`config.mk`:
```
export PLATFORM = sky130hd
export DESIGN_NAME = seg_scan_controller
export DESIGN_NICKNAME = d
export VERILOG_FILES = /design/src/rtl/seg_scan_controller.sv
export SDC_FILE = /design/constraint.sdc
export NUM_CORES = 1
export LEC_CHECK = 0
export BUFFER_PORTS_ARGS = -buffer_cell sky130_fd_sc_hd__buf_2
export CAP_MARGIN = 5
export CORE_MARGIN = 5
export CORE_UTILIZATION = 40
export DETAILED_ROUTE_END_ITERATION = 10
export PLACE_DENSITY = 0.59
export SYNTH_ARGS = -nofsm -noshare
export SYNTH_HDL_FRONTEND = slang
export SYNTH_SLANG_ARGS = --single-unit
export TNS_END_PERCENT = 30
```
`constraint.sdc`:
```
create_clock -name clk -period 2.56 [get_ports clk]
set_clock_uncertainty 0.05 [all_clocks]
set_input_delay 0.512 -clock clk [delete_from_list [all_inputs] [get_ports clk]]
set_output_delay 0.512 -clock clk [all_outputs]
set_load 0.05 [all_outputs]
```
`src/rtl/seg_scan_controller.sv`:
```
// rtl/seg_scan_controller.sv - time-multiplexed 4-digit seven-segment scan controller
//
// Drives the 2-bit digit index for the 2-to-4 anode decoder plus the nibble,
// decimal point and blank flag for the active digit. The display value is
// double-buffered: updates land in a pending buffer and are copied into the
// shadow (displayed) buffer only at the frame boundary, so a frame never tears.
//
// Ports:
//   clk           system clock, rising edge
//   reset_n       synchronous active-low reset
//   UpdValid      one-cycle strobe capturing UpdData/UpdDp into the pending buffer
//   UpdData[15:0] new display value, [15:12] = leftmost digit
//   UpdDp[3:0]    decimal points, bit 3 = leftmost digit
//   BlankLeadZero suppress leading zero digits (digit 3 always shown)
//   Enable        0 blanks every digit while scanning continues
//   DigitSel[1:0] active digit index, 0 = leftmost
//   Nibble[3:0]   hex value of the active digit
//   Dp            decimal point of the active digit, active-high
//   DigitBlank    1 = drive the active digit's segments off
//   FrameTick     one-cycle pulse on the first cycle of digit 0 after a wrap
//   UpdPending    pending buffer holds a value not yet displayed

module seg_scan_controller #(
  parameter  int REFRESH_DIV = 100000,
  localparam int CNT_W       = $clog2(REFRESH_DIV)
) (
  input  logic        clk,
  input  logic        reset_n,
  input  logic        UpdValid,
  input  logic [15:0] UpdData,
  input  logic [3:0]  UpdDp,
  input  logic        BlankLeadZero,
  input  logic        Enable,
  output logic [1:0]  DigitSel,
  output logic [3:0]  Nibble,
  output logic        Dp,
  output logic        DigitBlank,
  output logic        FrameTick,
  output logic        UpdPending
);

  localparam logic [CNT_W-1:0] PRE_LAST = CNT_W'(REFRESH_DIV - 1);
  localparam logic [CNT_W-1:0] PRE_ONE  = CNT_W'(1);

  logic [CNT_W-1:0] prescaler;
  logic [15:0]      pend_val;
  logic [3:0]       pend_dp;
  logic [15:0]      shadow_val;
  logic [3:0]       shadow_dp;

  logic             advance;
  logic             wrap;
  logic             swap;
  logic [1:0]       sel_nxt;
  logic [15:0]      shadow_val_nxt;
  logic [3:0]       shadow_dp_nxt;
  logic [3:0]       nib_nxt;
  logic             dp_nxt;
  logic             blank_nxt;
  logic             lz0, lz1, lz2;

  assign advance = (prescaler == PRE_LAST);
  assign wrap    = advance && (DigitSel == 2'd3);
  assign swap    = wrap && UpdPending;
  assign sel_nxt = DigitSel + 2'd1;

  // The output registers load on the advance edge from the post-swap shadow,
  // so digit 0 of a new frame already shows the freshly swapped value.
  assign shadow_val_nxt = swap ? pend_val : shadow_val;
  assign shadow_dp_nxt  = swap ? pend_dp  : shadow_dp;

  // lzN: digit N and every digit to its left are zero.
  assign lz0 = (shadow_val_nxt[15:12] == 4'd0);
  assign lz1 = lz0 && (shadow_val_nxt[11:8] == 4'd0);
  assign lz2 = lz1 && (shadow_val_nxt[7:4]  == 4'd0);

  always_comb begin
    nib_nxt   = 4'd0;
    dp_nxt    = 1'b0;
    blank_nxt = !Enable;
    case (sel_nxt)
      2'd0: begin
        nib_nxt   = shadow_val_nxt[15:12];
        dp_nxt    = shadow_dp_nxt[3];
        blank_nxt = !Enable || (BlankLeadZero && lz0);
      end
      2'd1: begin
        nib_nxt   = shadow_val_nxt[11:8];
        dp_nxt    = shadow_dp_nxt[2];
        blank_nxt = !Enable || (BlankLeadZero && lz1);
      end
      2'd2: begin
        nib_nxt   = shadow_val_nxt[7:4];
        dp_nxt    = shadow_dp_nxt[1];
        blank_nxt = !Enable || (BlankLeadZero && lz2);
      end
      default: begin
        // Rightmost digit is never zero-blanked so a value of 0 shows "0".
        nib_nxt   = shadow_val_nxt[3:0];
        dp_nxt    = shadow_dp_nxt[0];
        blank_nxt = !Enable;
      end
    endcase
  end

  always_ff @(posedge clk) begin
    if (!reset_n) begin
      prescaler  <= '0;
      DigitSel   <= 2'd0;
      pend_val   <= 16'd0;
      pend_dp    <= 4'd0;
      shadow_val <= 16'd0;
      shadow_dp  <= 4'd0;
      UpdPending <= 1'b0;
      Nibble     <= 4'd0;
      Dp         <= 1'b0;
      DigitBlank <= 1'b0;
      FrameTick  <= 1'b0;
    end else begin
      if (UpdValid) begin
        pend_val <= UpdData;
        pend_dp  <= UpdDp;
      end
      // A strobe on the swap edge keeps the flag set for its own data.
      UpdPending <= UpdValid || (UpdPending && !wrap);
      FrameTick  <= wrap;
      if (advance) begin
        prescaler  <= '0;
        DigitSel   <= sel_nxt;
        shadow_val <= shadow_val_nxt;
        shadow_dp  <= shadow_dp_nxt;
        Nibble     <= nib_nxt;
        Dp         <= dp_nxt;
        DigitBlank <= blank_nxt;
      end else begin
        prescaler <= prescaler + PRE_ONE;
      end
    end
  end

endmodule

```
== Word-level counts from Yosys, hierarchy flattened ==
Cells that the tools add are included.

* Bitwise logic cells: 1
* Eq/ne operators: 4
* Add/subtract/negate cells: 2
* Muxes and demuxes: 5
* Reductions and logical operators: 19

{| class="wikitable"
|+ Operator list
! cell !! number
|-
| $add 17x1->17 const B || 1
|-
| $eq 17x17->1 const B || 1
|-
| $mux 16 || 1
|-
| $logic_not 4->1 || 3
|-
| $pmux 4 s3 || 1
|-
| $logic_and 1x1->1 || 8
|-
| $pmux 1 s3 || 2
|-
| $eq 2x2->1 const B || 2
|-
| $logic_or 1x1->1 || 4
|-
| $mux 4 || 1
|-
| $add 2x1->2 const B || 1
|-
| $eq 2x1->1 const B || 1
|-
| $logic_not 1->1 || 2
|-
| $logic_not 2->1 || 1
|-
| $reduce_or 2->1 || 1
|-
| $not 1->1 || 1
|}

* Input port bits: 25
* Flip-flop bits (word level): 67

== Logic depth before layout (Yosys ltp) ==
* Depth after elaboration: 10
* Gate-level depth with buffers: 10
* Mapped depth without buffers: 7

== Worst setup path before layout ==
Ideal clock, no wire load.

* Path kind: register to register
* Start point: reg DigitSel[1]
* End point: reg Nibble[0]
* Period minus slack after synthesis: 2457 ps
* Cell stages (with the launch flop): 8
* Arrival time: 2290 ps
* Slack: 103 ps
* Setup time: 116 ps
* Buffers on the path: 1
* Data required time: 2394 ps
* Path through: dfxtp_1 ha_1 nand2_1 nor2_8 buf_12 mux2_2 a221o_1 a31o_2

* Word-level cells in the longest chain between the ends: 5
* Elaborated cells on any way between the ends: 9
* Classes of those cells: 1 x add/sub; 3 x eq/ne; 2 x mux; 3 x reduce/logical

{| class="wikitable"
|+ RTL lines
! what !! RTL line !! RTL
|-
| start, declared || 34 || <nowiki>output logic [1:0] DigitSel,</nowiki>
|-
| start signal, assigned || 129 || <nowiki>DigitSel <= sel_nxt;</nowiki>
|-
| branches (longest 4 deep; another with $add 2x1->2) || n/a ||
|-
| $pmux 4 s3 * || 81 || <nowiki>case (sel_nxt)</nowiki>
|-
| end signal, assigned || 132 || <nowiki>Nibble <= nib_nxt;</nowiki>
|-
| end, declared || 35 || <nowiki>output logic [3:0] Nibble,</nowiki>
|}

Mark *: on every way between the ends.
A chain may end at the register's enable or synchronous reset.

== Worst setup path after layout ==
* Start point: reg prescaler[0]
* End point: reg Nibble[1]

* Word-level cells in the longest chain between the ends: 5

{| class="wikitable"
|+ RTL lines
! what !! RTL line !! RTL
|-
| start, declared || 45 || <nowiki>logic [CNT_W-1:0] prescaler;</nowiki>
|-
| start signal, assigned || 136 || <nowiki>prescaler <= prescaler + PRE_ONE;</nowiki>
|-
| $eq 17x17->1 * || 62 || <nowiki>assign advance = (prescaler == PRE_LAST);</nowiki>
|-
| $logic_and 1x1->1 || 63 || <nowiki>assign wrap = advance && (DigitSel == 2'd3);</nowiki>
|-
| $logic_and 1x1->1 || 64 || <nowiki>assign swap = wrap && UpdPending;</nowiki>
|-
| $mux 16 || 69 || <nowiki>assign shadow_val_nxt = swap ? pend_val : shadow_val;</nowiki>
|-
| $pmux 4 s3 || 81 ||
|}

Mark *: on every way between the ends. The rest lies on a longest branch, timed or not.

==> metrics.txt <==
pins over their slew limit 0; Cell Pwr Density 546 nW/um^2; hpwl dp roughly 4.7 mm; Routed wire per std cell approximately 14 um; Die Width between 90 and 100 um; starting density of the core 40.8%; initial antenna violation count 0; final-layout fill cell count roughly 740; final setup violation count 0; cell count after placement 441; combinational share of power approximately 5%; final hold vios 0; leakage 1.44 nW; number of hold buffers added after CTS 0; GRT overflow 0; antenna-violating nets left 0; RSZ-0062 raised after global routing no; storage element area between 1000 and 1500 um^2; row count 32; final non-filler cell total 457; share of the synthesized area in the top cell type 42.9%; Distinct cells, synth 40; Worst-path clk slew 70 ps; Worst setup EP type flip-flop; crit-path max cell delay around 410 ps; layout cells sized above 1 19.7%; Cell Area, Synth around 3100 um^2; # IOs 35; R2R setup slack around 160 ps; worst hold slack 382 ps; Crit Path Max Fanout 9; WHS Endpoint pend_val[1]$_SDFFE_PN0P_; Die ar. roughly 9700 um^2; clk_lat worst skew 340 ps; remaining routing DRC violations 0; Post-Syn Nets 346; Clk pwr share approximately 39%; Routed WL ~6.6 mm; htree depth 3; relative slew slack 57.3%; DRT Pass-1 Iters 4; critical-path cell list ha_1 > and4_2 > nand4_4 > nor2_8 > mux2_2 > a2111o_1 > a32o_1; post-route setup slack approximately 160 ps; Pint 1.48 mW; fin nets approximately 380; area leader, netlist dfxtp_1; global-route wire length before repair roughly 11 mm; post-route clock period utilization 93.7%; Hold WC Path Type in -> reg; CTS Root Cell clkbuf_8; HP Start UpdData[1]; peak supply drop around 0.00029 V; CTS tree yes; dpl ws between 100 and 150 ps; max_cap viols 0; Seq/Total Area, Yosys roughly 43%; sequential share of power 56.2%; Peak Freq 417 MHz; WP data required approximately 2700 ps; Vias/cell around 4.9; DIE HEIGHT just under 100 um; Area Growth Syn to Fin 13.5%; worst hold path cell count 3; Synth warnings 0; sw frac a little under a quarter; vias in the first global route 2233; Diodes inserted 0; core box area 7650 um^2; Global Route Usage Sum between 10% and 20%; Vias 2257; setup TNS 0 ps; clock sink total 67; nature of the critical path startpoint flip-flop; gpl congestion roughly 0.83; WP data arrival 2570 ps; initial DRC count about 110; CTS max path bufs 2; synthesized instance count between 300 and 400; top cells by area, synth dfxtp_1 43%, mux2i_1 13%, nor2b_1 7.0%; Reg2Reg Capture Point Nibble[1]$_SDFFE_PN0P_; status finished, final reports clean; pin count of the biggest net entering global routing 34; footprint of the multi-input gates about 1700 um^2; Sw Pwr 0.450 mW; Synth Register Bits 67; Avg Cell Area, Syn roughly 9.9 um^2; min cycle time layout about 2400 ps; Num CTS Buffers 9; Slowest cell on crit path a2111o_1; kind of critical path reg -> reg; R2R depth 7; actual slew at the worst max-slew pin 641 ps; worst reg2reg startpoint prescaler[0]$_SDFF_PP0_; IO Port Bufs 34
## through the flow
| stage | power [mW] | utilization [%] | area (um^2) |
|---|---|---|---|
| 2_1_floorplan | 1.17 | - | 3120 |
| 5_1_grt | 2.03 | 46.4 | 3540 |
| 6_report | 1.93 | 46.4 | 3540 |
| 4_1_cts | 1.96 | 46.2 | 3530 |
| 3_5_place_dp | 1.21 | 44.1 | 3370 |
| 3_3_place_gp | 1.21 | 44.1 | 3370 |
## worst max path at each step
| stage | from | endpoint | slack (ps) | cells past startpoint |
|---|---|---|---|---|
| floorplan | DigitSel[1]$_SDFFE_PN0P_ | Nibble[0]$_SDFFE_PN0P_ | 100 | 7 |
| global placement | prescaler[0]$_SDFF_PP0_ | Nibble[1]$_SDFFE_PN0P_ | 150 | 8 |
| detailed placement | prescaler[0]$_SDFF_PP0_ | Nibble[1]$_SDFFE_PN0P_ | 110 | 8 |
| CTS | prescaler[0]$_SDFF_PP0_ | Nibble[1]$_SDFFE_PN0P_ | 90 | 8 |
| global route | prescaler[0]$_SDFF_PP0_ | Nibble[1]$_SDFFE_PN0P_ | 30 | 7 |
| finish | prescaler[0]$_SDFF_PP0_ | Nibble[1]$_SDFFE_PN0P_ | 160 | 7 |
## sequential cells by signal (all words and copies together), names as in the netlist
register,flops
DigitBlank,1
DigitSel,2
Dp,1
FrameTick,1
Nibble,4
UpdPending,1
pend_dp,4
pend_val,16
prescaler,17
shadow_dp,4
shadow_val,16
## synthesized netlist by cell type
library cell,count
a2111o_1,3
a21boi_0,2
a21oi_1,2
a221o_1,1
a311oi_1,1
a31o_2,1
a32o_1,5
and2_1,9
and3_1,6
and4_1,5
and4b_1,1
and4bb_2,2
buf_1,4
buf_12,2
buf_2,1
buf_4,1
clkbuf_1,9
dfxtp_1,67
ha_1,6
inv_1,6
mux2_2,8
mux2i_1,40
nand2_1,34
nand3_1,8
nand4_1,2
nand4_4,1
nor2_1,20
nor2_8,1
nor2b_1,35
nor3_1,2
nor4_1,5
nor4b_1,3
nor4b_4,1
o2111ai_1,1
o211ai_1,1
o22ai_1,1
o31ai_1,1
or4_1,2
xnor2_1,8
xor2_1,7
## power by group through the flow
| stage | Sequential (mW) | Clock [mW] | Combinational, mW |
|---|---|---|---|
| 6_report | 1.09 | 0.749 | 0.0977 |
| 5_1_grt | 1.09 | 0.830 | 0.110 |
| 4_1_cts | 1.09 | 0.771 | 0.0994 |
| 3_5_place_dp | 1.11 | 0 | 0.0991 |
| 3_3_place_gp | 1.11 | 0 | 0.0979 |
| 2_1_floorplan | 1.11 | 0 | 0.0633 |
## metal layers
layer | routed length (um) | global-route usage, % | vias up
li1 | - | - | 1171
met1 | 3530 | 21.4 | 1036
met2 | 2680 | 20.7 | 41
met3 | 270 | 3.14 | 9
met4 | 83 | 5.67 | 0
met5 | 0 | 0 | -
## cells by family (layout without fill, tap and decap cells)
kind of cell | after synthesis | count (layout) | share of synthesized area, %
flip-flops | 67 | 67 | 42.9
XOR/XNOR | 15 | 15 | 4.21
AND/OR/NAND/NOR | 137 | 137 | 25.4
buffers and inverters | 23 | 63 | 3.97
AO/OA/AOI/OAI | 19 | 19 | 5.33
adder cells (fa/ha/maj) | 6 | 6 | 2.40
multiplexers | 48 | 48 | 15.7
## area by class of cell
| type | instances | area share, % |
|---|---|---|
| Multi-Input combinational cell | 225 | 46.8 |
| Timing Repair Buffer | 42 | 6.60 |
| Tap cell | 102 | 3.60 |
| Sequential cell | 67 | 37.8 |
| Inverter | 6 | 0.635 |
| Clock inverter | 3 | 0.424 |
| Clock buffer | 12 | 4.09 |
## what timing repair did
action	CTS	global route
endpoints found under the setup margin	0	3
setup buffers	0	1
resized for setup	0	2
## critical path, delay by kind of cell, from the launching register on
family	cells	cell delay, ps
AO/OA/AOI/OAI	2	650
AND/OR/NAND/NOR	3	640
multiplexers	1	370
flip-flops	1	360
adder cells (fa/ha/maj)	1	210
## cell usage in the layout, fill, tap and decap left out, types with 6 or more instances in the layout
master / count
dfxtp_1: 67
mux2i_1: 40
nor2b_1: 35
nand2_1: 34
buf_2: 34
nor2_1: 20
clkbuf_8: 10
and2_1: 9
mux2_2: 8
nand3_1: 8
xnor2_1: 8
xor2_1: 7
buf_4: 7
inv_1: 6
and3_1: 6
ha_1: 6
Power figures use the tool's default switching activity.
